## src/rtl/lfsr_gen_if.sv

```systemverilog
// Control/status bundle for lfsr_gen: run request and step/repeat settings in, burst flag and PRBS bit out.
// Pure wiring, no latency; no backpressure (the bit stream is free-running while flag_o is high).
interface lfsr_gen_if #(
    parameter int width_p = 3
);
    logic               en;
    logic [7:0]         sel_div_i;
    logic [width_p-1:0] rep_i;
    logic               flag_o;
    logic               sig_o;

    modport master (
        output en, sel_div_i, rep_i,
        input  flag_o, sig_o
    );

    modport slave (
        input  en, sel_div_i, rep_i,
        output flag_o, sig_o
    );
endinterface

```

## src/rtl/lfsr_gen.sv

```systemverilog
// Fibonacci LFSR PRBS burst generator; first bit one clock after en, each bit held sel_div_i+1 clocks.
// No backpressure: the stream runs open-loop, en=0 aborts to idle on the next clock.
module lfsr_gen #(
    parameter int                 width_p = 3,
    parameter logic [width_p-1:0] mask_p  = 3'b110
) (
    input  logic        clk,
    input  logic        srst_n,
    lfsr_gen_if.slave   bus
);
    typedef enum logic [1:0] {IDLE, RUN, DONE} state_t;

    localparam logic [width_p-1:0] SEED = '1;
    localparam logic [width_p-1:0] ONE  = {{(width_p-1){1'b0}}, 1'b1};

    state_t             state, state_nxt;
    logic [width_p-1:0] lfsr, lfsr_nxt, lfsr_step;
    logic [7:0]         div_cnt, div_nxt, n_lat, n_nxt;
    logic [width_p-1:0] rep_cnt, rep_nxt, rep_lat, repl_nxt, rep_inc;
    logic               fb;

    assign fb        = ^(lfsr & mask_p);
    assign lfsr_step = {lfsr[width_p-2:0], fb};
    assign rep_inc   = rep_cnt + ONE;

    always_comb begin
        state_nxt = state;
        lfsr_nxt  = lfsr;
        div_nxt   = div_cnt;
        rep_nxt   = rep_cnt;
        n_nxt     = n_lat;
        repl_nxt  = rep_lat;
        case (state)
            IDLE: begin
                lfsr_nxt = SEED;
                div_nxt  = '0;
                rep_nxt  = '0;
                if (bus.en) begin
                    state_nxt = RUN;
                    n_nxt     = bus.sel_div_i;
                    repl_nxt  = bus.rep_i;
                end
            end
            RUN: begin
                if (!bus.en) begin
                    state_nxt = IDLE;
                    lfsr_nxt  = SEED;
                    div_nxt   = '0;
                    rep_nxt   = '0;
                end else if (div_cnt == n_lat) begin
                    div_nxt  = '0;
                    lfsr_nxt = lfsr_step;
                    // Returning to SEED closes one full period; rep_lat==0 means run forever.
                    if (lfsr_step == SEED) begin
                        rep_nxt = rep_inc;
                        if ((rep_lat != '0) && (rep_inc == rep_lat)) begin
                            state_nxt = DONE;
                        end
                    end
                end else begin
                    div_nxt = div_cnt + 8'd1;
                end
            end
            DONE: begin
                lfsr_nxt = SEED;
                div_nxt  = '0;
                rep_nxt  = '0;
                if (!bus.en) begin
                    state_nxt = IDLE;
                end
            end
            default: begin
                state_nxt = IDLE;
                lfsr_nxt  = SEED;
                div_nxt   = '0;
                rep_nxt   = '0;
            end
        endcase
    end

    always_ff @(posedge clk or negedge srst_n) begin
        if (!srst_n) begin
            state   <= IDLE;
            lfsr    <= SEED;
            div_cnt <= '0;
            rep_cnt <= '0;
            n_lat   <= '0;
            rep_lat <= '0;
        end else begin
            state   <= state_nxt;
            lfsr    <= lfsr_nxt;
            div_cnt <= div_nxt;
            rep_cnt <= rep_nxt;
            n_lat   <= n_nxt;
            rep_lat <= repl_nxt;
        end
    end

    // Outputs decode registered state only, so nothing combinational reaches them from inputs.
    assign bus.flag_o = (state == RUN);
    assign bus.sig_o  = lfsr[width_p-1] & (state == RUN);
endmodule

```

## src/flat_wrapper.sv

```systemverilog
// flat-port wrapper written by rule: the top's interface ports become plain ports
module lfsr_gen_flat 
#(
    parameter int                 width_p = 3,
    parameter logic [width_p-1:0] mask_p  = 3'b110
)
  (clk, srst_n, bus_en, bus_sel_div_i, bus_rep_i, bus_flag_o, bus_sig_o);
  lfsr_gen_if #(.width_p(width_p)) bus_i ();
  input  logic clk;
  input  logic srst_n;
  input wire logic [$bits(bus_i.en)-1:0] bus_en;
  input wire logic [$bits(bus_i.sel_div_i)-1:0] bus_sel_div_i;
  input wire logic [$bits(bus_i.rep_i)-1:0] bus_rep_i;
  output wire logic [$bits(bus_i.flag_o)-1:0] bus_flag_o;
  output wire logic [$bits(bus_i.sig_o)-1:0] bus_sig_o;
  assign bus_i.en = bus_en;
  assign bus_i.sel_div_i = bus_sel_div_i;
  assign bus_i.rep_i = bus_rep_i;
  assign bus_flag_o = bus_i.flag_o;
  assign bus_sig_o = bus_i.sig_o;
  lfsr_gen #(.width_p(width_p), .mask_p(mask_p)) u_core (.clk(clk), .srst_n(srst_n), .bus(bus_i));
endmodule
```

## config.mk

```make
export PLATFORM = sky130hd
export DESIGN_NAME = lfsr_gen_flat
export DESIGN_NICKNAME = d
export VERILOG_FILES = /design/src/rtl/lfsr_gen_if.sv /design/src/rtl/lfsr_gen.sv /design/src/flat_wrapper.sv
export SDC_FILE = /design/constraint.sdc
export NUM_CORES = 1
export LEC_CHECK = 0
export ABC_AREA = 1
export BUFFER_PORTS_ARGS = -buffer_cell sky130_fd_sc_hd__buf_4
export CORE_MARGIN = 2
export CORE_UTILIZATION = 51
export DETAILED_ROUTE_END_ITERATION = 10
export PLACE_DENSITY = 0.74
export SLEW_MARGIN = 20
export SYNTH_ARGS = -nofsm -noshare
export SYNTH_HDL_FRONTEND = slang
export SYNTH_SLANG_ARGS = --single-unit
```

## constraint.sdc

```tcl
create_clock -name clk -period 1.4 [get_ports clk]
set_clock_uncertainty 0.05 [all_clocks]
set_input_delay 0.14 -clock clk [delete_from_list [all_inputs] [get_ports clk]]
set_output_delay 0.14 -clock clk [all_outputs]
set_load 0.02 [all_outputs]
```

# Word level (Yosys, flattened, before mapping)
# Cells that the tools add are included.
# W data, S select, Z words.
dict set report totals {
  ff_bits 27
  input_bits 14
  output_inout_bits 2
  elab_cells 43
}
dict set report classes {
  add_sub_neg 2
  eq_ne 10
  muxes 17
  bitwise 1
  reduce_logical 7
}
# cell n
set op_table {}
lappend op_table {{$mux W8} 3}
lappend op_table {{$mux W3} 7}
lappend op_table {{$mux W2} 6}
lappend op_table {{$ne A3 B2 Y1 const B} 3}
lappend op_table {{$add A8 B1 Y8 const B} 1}
lappend op_table {{$eq A8 B8 Y1} 1}
lappend op_table {{$pmux W2 S3} 1}
lappend op_table {{$reduce_and A5 Y1} 1}
lappend op_table {{$ne A2 B2 Y1 const B} 2}
lappend op_table {{$reduce_and A2 Y1} 2}
lappend op_table {{$add A3 B1 Y3 const B} 1}
lappend op_table {{$eq A3 B3 Y1} 1}
lappend op_table {{$eq A3 B3 Y1 const B} 1}
lappend op_table {{$reduce_bool A3 Y1} 1}
lappend op_table {{$reduce_xor A3 Y1} 1}
lappend op_table {{$eq A2 B1 Y1 const B} 1}
lappend op_table {{$eq A2 B2 Y1 const B} 1}
lappend op_table {{$logic_not A2 Y1} 1}
lappend op_table {{$and A1 B1 Y1} 1}
lappend op_table {{$logic_and A1 B1 Y1} 1}

# Depth between registers and ports, before layout
# Gate-level depths: netlist (run 1).
dict set report depth {
  depth_word 8
  depth_mapped 10
  depth_no_buf 10
}

# Worst setup path after synthesis (run 1)
# No wires, ideal clock.
dict set report synth_timing {
  kind {register to register}
  from {reg u_core.rep_cnt[0]}
  to {reg u_core.state[0]}
  setup_ps 130
  arrival_ps 1246
  t_required_ps 1220
  path_slack_ps -26
  path_stages_with_launch 11
  n_path_buf 0
  period_less_slack_ps 1426
  cell_sequence {dfrtp_1 -> ha_1 -> inv_1 -> nand2_1 -> nand2_1 -> nor2_1 -> nand3_1 -> a21oi_1 -> nand2_1 -> nand2_1 -> nand2_1}
}
dict set report synth_via {
  elab_chain_len 5
}
# element line_no
set synth_lines {}
lappend synth_lines {{from (decl)} lfsr_gen.sv:19} ;# logic [width_p-1:0] rep_cnt, rep_nxt, rep_lat, repl_nxt, rep_inc;
lappend synth_lines {{from (signal assigned)} lfsr_gen.sv:93} ;# rep_cnt <= rep_nxt;
lappend synth_lines {{$add A3 B1 Y3} lfsr_gen.sv:24} ;# assign rep_inc = rep_cnt + ONE;
lappend synth_lines {{$eq A3 B3 Y1} lfsr_gen.sv:56} ;# if ((rep_lat != '0) && (rep_inc == rep_lat)) begin
lappend synth_lines {{$logic_and A1 B1 Y1} lfsr_gen.sv:56}
lappend synth_lines {{$ne A3 B2 Y1 (no line)} --}
lappend synth_lines {{$reduce_and A5 Y1 (no line)} --}
lappend synth_lines {{to (signal assigned)} lfsr_gen.sv:90} ;# state <= state_nxt;
lappend synth_lines {{to (decl)} lfsr_gen.sv:16} ;# state_t state, state_nxt;
# No other way between the ends.
# A chain may end at the register's enable or synchronous reset.

# Final worst setup path (run 1)
# Ends and elaborated chain as after synthesis.

==> results of run 1 <==
metrics by stage:
step	cells	power, mW	hold WS (ps)	setup TNS [ps]
finish	241	2.70	7.90	-42.8
CTS	237	2.62	1.81	-92.2
detailed placement	227	2.25	21.7	-60.7
global route	241	2.92	20.4	-1010
floorplan	175	1.92	-206	0
global placement	227	2.20	19.2	-12.5
report_power, final:
group	leakage [nW]	switching, mW	total [mW]	internal (mW)
sequential	0.330	0.148	1.16	1.02
clock	0.0150	0.226	0.337	0.111
combinational	0.555	0.680	1.20	0.522
what timing repair did:
item	4_1_cts	5_1_grt
pin swaps	6	7
hold endpoints to repair	32	0
gates resized for setup	3	12
buffers inserted	0	4
hold buffers	6	0
gates cloned	0	0
setup endpoints to repair	14	23
critical path, cell delays in order (launching register included):
cell and delay, ps:
dfrtp_1 430, ha_4 290, inv_2 30, nand2_1 40
nand2_1 50, nor2_1 70, nand3_1 100, a21oi_2 140
nand2_1 60, nand2_1 50, nand2_1 40
cell usage in the layout (no fill, tap or decap), types with 2 or more instances in the layout:
master and instances:
dfrtp_1 22, nor2_2 5, nor2_1 16, nand3_1 7, mux2_2 3, xnor2_1 4
o21ai_1 4, buf_4 26, nand2_1 46, clkbuf_4 3, dlygate4sd3_1 6, nor3_2 2
dfstp_2 3, dfrtp_2 2, inv_1 22, xor2_1 2, o21ai_0 2, nor3b_2 2
inv_2 4, nand2_2 3, nand2_4 2, a21oi_1 11, nor2_4 3
logic make-up (layout without fill, tap and decap cells):
kind of cell    Yosys count  count (layout)  share of synthesized area
buf+inv                  29              64                     0.0826
flops                    27              27                      0.477
mux                       3               3                     0.0237
simple gates             88              88                      0.289
xor+xnor                  6               6                     0.0369
compound gates           20              20                     0.0729
fa+ha+maj                 2               2                     0.0176
area by class of cell:
cell class                 instances  area [µm²]  share of cell area
multi-input combinational        119         688               0.378
clock buffer                       4        26.3              0.0144
tap                               31        38.8              0.0213
inverter                          26        97.6              0.0536
timing repair buffer              34         287               0.157
sequential                        27         682               0.375
sequential cells by signal, summed over array words and instances (netlist names):
name / cells
u_core.div_cnt: 8
u_core.lfsr: 3
u_core.n_lat: 8
u_core.rep_cnt: 3
u_core.rep_lat: 3
u_core.state: 2
Yosys cell counts, types with 3 or more instances:
cell and count:
mux2_2 3, nor2_2 5, a21oi_1 12, nor2_1 19
nand2_1 48, inv_2 3, o21ai_1 4, dfrtp_1 24
dfstp_2 3, nand3_1 7, nand2_2 3, inv_1 23
xnor2_1 4
worst max-delay path by stage:
stage | slack (ps) | endpoint | from
detailed placement | -60 | u_core.state[0] | u_core.rep_cnt[1]
CTS | -80 | u_core.state[0] | u_core.rep_cnt[1]
global route | -150 | u_core.state[0] | u_core.rep_cnt[0]
finish | -40 | u_core.state[0] | u_core.rep_cnt[0]
global placement | -10 | u_core.state[0] | u_core.rep_cnt[1]
floorplan | 2 | u_core.state[0] | u_core.rep_cnt[0]
layer usage:
layer	global-route usage	routed length, µm
met5	0	0
met4	0.0664	13
met3	0.0253	63
met2	0.342	1460
met1	0.246	1240
==> PnR_summary.wiki, run 1 <==
{| class="wikitable"
! Metric !! Value
|-
| Slack of the worst reg-to-reg path || -40 ps
|-
| Clock Path Buffers || 2
|-
| Max VDD drop || 1.32 mV
|-
| Ratio of total power to cell area || 1490 mW/mm²
|-
| Top-area cell type share of the netlist area || 0.422
|-
| Net count after synthesis || 191
|-
| HPWL after DPL || 2.02 mm
|-
| Final Util || 0.671
|-
| Clock tree from TritonCTS || built
|-
| Leakage dissipation || 0.900 nW
|-
| Maximum number of pins on one net before global-route repair || 28
|-
| Synthesized instance count || 175
|-
| Number of different library cells in the post-synthesis netlist || 25
|-
| Ant. Diodes || 0
|-
| Total GRT Usage || 0.195
|-
| DRC violations left || 0
|-
| Initial detailed-routing violation count || 28
|-
| Clock Pin Slew Worst Setup and Hold Paths || 150 ps
|-
| Maximum net fanout on the critical path || 3
|-
| TritonCTS buffer count || 3
|-
| Height of the die || 56.8 µm
|-
| Unrepaired setup endpoints after global routing || yes
|-
| Total standard cell area after synthesis || 0.00142 mm²
|-
| Post-synthesis sequential area ratio || 0.477
|-
| Detailed-routing iteration count for the pre-antenna-repair pass || 4
|-
| Final Hold Vio Count || 0
|-
| Outcome || finished, violations left
|-
| Io pins || 16
|-
| Clock latency at the later pin of the worst-skew pair || 320 ps
|-
| Share of synthesized registers carrying an async set or reset || 1.00
|-
| Slew margin rel. || 0.771
|-
| Via count of the first global-routing pass || 1,194
|-
| Input/output buffers || 15
|-
| DRT Wirelength || 2.77 mm
|-
| Cell depth of the worst min-delay path || 3
|-
| Post-layout minimum cycle time || 1440 ps
|-
| Data arrival, critical path || 1630 ps
|-
| Max-cap check violation count || 0
|-
| Avg Cell Area, Syn || 8.14 µm²
|-
| Min-delay src || bus_rep_i[1]
|-
| Area post-placement || 0.00165 mm²
|-
| Post-synthesis cell type with the largest combined area || dfrtp_1
|-
| Leading cell types by total area after synthesis || dfrtp_1 42%, nand2_1 13%, inv_1 6.1%, dfstp_2 5.5%, nor2_1 5.0%
|-
| Net count of the finished layout || 227
|-
| Global route overflow || 0
|-
| Count of synthesis-stage warnings from yosys || 0
|-
| Worst Slack Setup Final || -42.8 ps
|-
| Tightest Hold Check Type || input port to register
|-
| Achievable frequency || 0.693 GHz
|-
| Filler Cell Count || 232
|-
| Synth Register Bits || 27
|-
| Sink Count || 27
|-
| Die width || 56.8 µm
|-
| Final Instance Area || 0.00182 mm²
|-
| Reg-to-reg startpoint || u_core.rep_cnt[0]
|-
| Post-synth EDFFs || 0
|-
| Final weighted congestion in routability-driven placement || 0.785
|-
| Root Buffer || clkbuf_4
|-
| Routed wire length per instance || 11.5 µm
|-
| Worst Hold Path EP || u_core.rep_lat[1]
|-
| Initial antenna violation count || 0
|-
| Area grow syn2layout || 27.8%
|-
| Overall die area || 0.00323 mm²
|-
| Critical path class || register to register
|-
| Max-slew violations || 0
|-
| Reg-to-Reg End || u_core.state[0]
|-
| Floorplan row count || 19
|-
| CP startpoint kind || register
|-
| Cells on worst reg2reg path || 10
|-
| Number of vias after detailed routing || 1,183
|-
| Starting density of the core || 0.525
|-
| Setup violation total in the final timing report || 1
|-
| Required arrival time at the worst endpoint || 1590 ps
|-
| Most used flip-flop cell after synthesis || dfrtp_1
|-
| Slew of the pin with the lowest slew margin || 343 ps
|-
| Violations in the final reports || negative setup slack
|-
| Pre-CTS worst setup slack || -60.7 ps
|-
| Crit share post-route || 1.03
|-
| Ratio of routed vias to standard cells || 4.91
|-
| Final ANT Viol Nets || 0
|-
| Fraction of final layout cells sized beyond drive strength 1 || 0.305
|-
| Element type at the critical path end || register
|-
| Wire length of the first global-routing pass || 4.92 mm
|-
| Maximum level of the CTS H-tree || 1
|-
| Total core area || 0.00271 mm²
|}
(Power assumes the default switching activity.)
==> run 2: changes to the inputs <==
--- a/config.mk
+++ b/config.mk
@@ -8,9 +8,9 @@
 export ABC_AREA = 1
 export BUFFER_PORTS_ARGS = -buffer_cell sky130_fd_sc_hd__buf_4
 export CORE_MARGIN = 2
-export CORE_UTILIZATION = 51
+export CORE_UTILIZATION = 61
 export DETAILED_ROUTE_END_ITERATION = 10
-export PLACE_DENSITY = 0.74
+export PLACE_DENSITY = 0.83
 export SLEW_MARGIN = 20
 export SYNTH_ARGS = -nofsm -noshare
 export SYNTH_HDL_FRONTEND = slang
==> constraint.sdc (replaced) <==
create_clock -name clk -period 1.8 [get_ports clk]
set_clock_uncertainty 0.05 [all_clocks]
set_input_delay 0.18 -clock clk [delete_from_list [all_inputs] [get_ports clk]]
set_output_delay 0.18 -clock clk [all_outputs]
set_load 0.02 [all_outputs]
==> PnR_summary.wiki, run 2 (synthesis gave the netlist of run 1 again) <==
{| class="wikitable"
! Metric !! Value
|-
| Initial detailed-routing violation count || 12
|-
| Initial antenna violation count || 0
|-
| Area post-placement || 0.00156 mm²
|-
| Quantity of gates resized following cts || 0
|-
| Total GRT Usage || 0.220
|-
| Max-slew violations || 0
|-
| Summed negative setup slack over all endpoints || 0 ps
|-
| Input/output buffers || 15
|-
| CP startpoint kind || register
|-
| Die width || 52.3 µm
|-
| Ratio of total power to cell area || 1200 mW/mm²
|-
| Clock latency at the later pin of the worst-skew pair || 330 ps
|-
| Io pins || 16
|-
| Max-cap check violation count || 0
|-
| Root Buffer || clkbuf_4
|-
| Total placed cells including tap cells || 216
|-
| Slew of the pin with the lowest slew margin || 542 ps
|-
| TritonCTS buffer count || 3
|-
| Data arrival, critical path || 1740 ps
|-
| Height of the die || 52.3 µm
|-
| Starting density of the core || 0.644
|-
| Max VDD drop || 0.919 mV
|-
| Clock tree from TritonCTS || built
|-
| Worst Slack Setup Final || 223 ps
|-
| Fraction of final layout cells sized beyond drive strength 1 || 0.218
|-
| Slew margin rel. || 0.638
|-
| Hold-fix buffers, CTS || 1
|-
| Required arrival time at the worst endpoint || 1970 ps
|-
| Final ANT Viol Nets || 0
|-
| Setup fix buffers added after clock tree synthesis || 0
|-
| Post-layout minimum cycle time || 1580 ps
|-
| Clock Path Buffers || 2
|-
| Global route overflow || 0
|-
| Floorplan row count || 17
|-
| Element type at the critical path end || register
|-
| Maximum net fanout on the critical path || 3
|-
| Pre-CTS worst setup slack || 255 ps
|-
| Routed wire length per instance || 11.4 µm
|-
| Commonest non-fill, non-tap cell in the layout || nand2_1
|-
| Maximum number of pins on one net before global-route repair || 28
|-
| Via count of the first global-routing pass || 1,108
|-
| Unrepaired setup endpoints after global routing || no
|-
| DRT Wirelength || 2.52 mm
|-
| Ant. Diodes || 0
|-
| Maximum level of the CTS H-tree || 1
|-
| Wire length of the first global-routing pass || 4.42 mm
|-
| Total core area || 0.00221 mm²
|-
| Ratio of routed vias to standard cells || 5.04
|-
| Largest registers || u_core.div_cnt: 8 flops, u_core.n_lat: 8 flops
|-
| Setup violation total in the final timing report || 0
|-
| DRC violations left || 0
|-
| Tightest Hold Check Type || input port to register
|-
| Detailed-routing iteration count for the pre-antenna-repair pass || 4
|-
| Overall die area || 0.00274 mm²
|-
| Post-route insts no fill || 221
|-
| Final weighted congestion in routability-driven placement || 0.782
|-
| HPWL after DPL || 1.96 mm
|-
| Number of vias after detailed routing || 1,114
|-
| Clock Pin Slew Worst Setup and Hold Paths || 140 ps
|-
| Critical path class || register to register
|-
| Final Instance Area || 0.00160 mm²
|-
| Sink Count || 27
|-
| Outcome || completed
|-
| Area grow syn2layout || 12.0%
|-
| Leakage dissipation || 0.800 nW
|-
| Crit share post-route || 0.876
|-
| Net count of the finished layout || 210
|-
| Final Hold Vio Count || 0
|-
| Top library cells by usage in the layout, fill and taps aside || 48 x nand2_1, 24 x dfrtp_1, 23 x inv_1, 19 x nor2_1, 16 x buf_4
|-
| Achievable frequency || 0.634 GHz
|}
==> run 2: worst paths after layout <==
kind / cells after the start / slack (ps) / from / end
setup / recovery: 10 / 220 / u_core.rep_cnt[0] / u_core.state[0]
hold / removal: 2 / 30 / bus_sel_div_i[2] / u_core.n_lat[2]
setup reg to reg: 10 / 220 / u_core.rep_cnt[0] / u_core.state[0]
hold reg to reg: 2 / 480 / u_core.lfsr[0] / u_core.lfsr[0]
max in group asynchronous: 2 / 1170 / srst_n / u_core.lfsr[1]
min in group asynchronous: 2 / 230 / srst_n / u_core.div_cnt[7]
==> run 2: cell type report <==
class,instances,area [µm²]
clock buffers,4,26.3
fillers,174,617
inverters,26,97.6
well taps,28,35.0
multi-input cells,119,627
flip-flops and latches,27,679
repair buffers,17,130
==> run 2: critical path, cell delays in order, from the launching register on <==
cell     delay, ps
dfrtp_1        420
ha_1           320
inv_1           50
nand2_1         50
nand2_1         50
nor2_1         110
nand3_1         80
a21oi_1        170
nand2_1         70
nand2_1         60
nand2_1         40
==> run 2: through the flow <==
step | power, mW | hold slack, ps | utilization
finish | 1.92 | 25.9 | 0.721
global route | 2.09 | 8.80 | 0.721
CTS | 1.94 | 22.1 | 0.721
detailed placement | 1.68 | 58.4 | 0.705
global placement | 1.65 | 61.2 | 0.705
floorplan | 1.48 | -166 | -
==> run 2: layer usage <==
| metal | vias to the layer above | wire (µm) | GRT usage |
|---|---|---|---|
| met5 | - | 0 | 0 |
| met2 | 17 | 1270 | 0.371 |
| met3 | 5 | 77 | 0.0429 |
| li1 | 579 | - | - |
| met4 | 0 | 38 | 0.107 |
| met1 | 513 | 1140 | 0.269 |
==> run 2: power by group <==
part / leakage (nW) / internal (mW) / switching, mW
Clock: 0.0150 / 0.0870 / 0.171
Sequential: 0.332 / 0.787 / 0.115
Combinational: 0.453 / 0.300 / 0.459
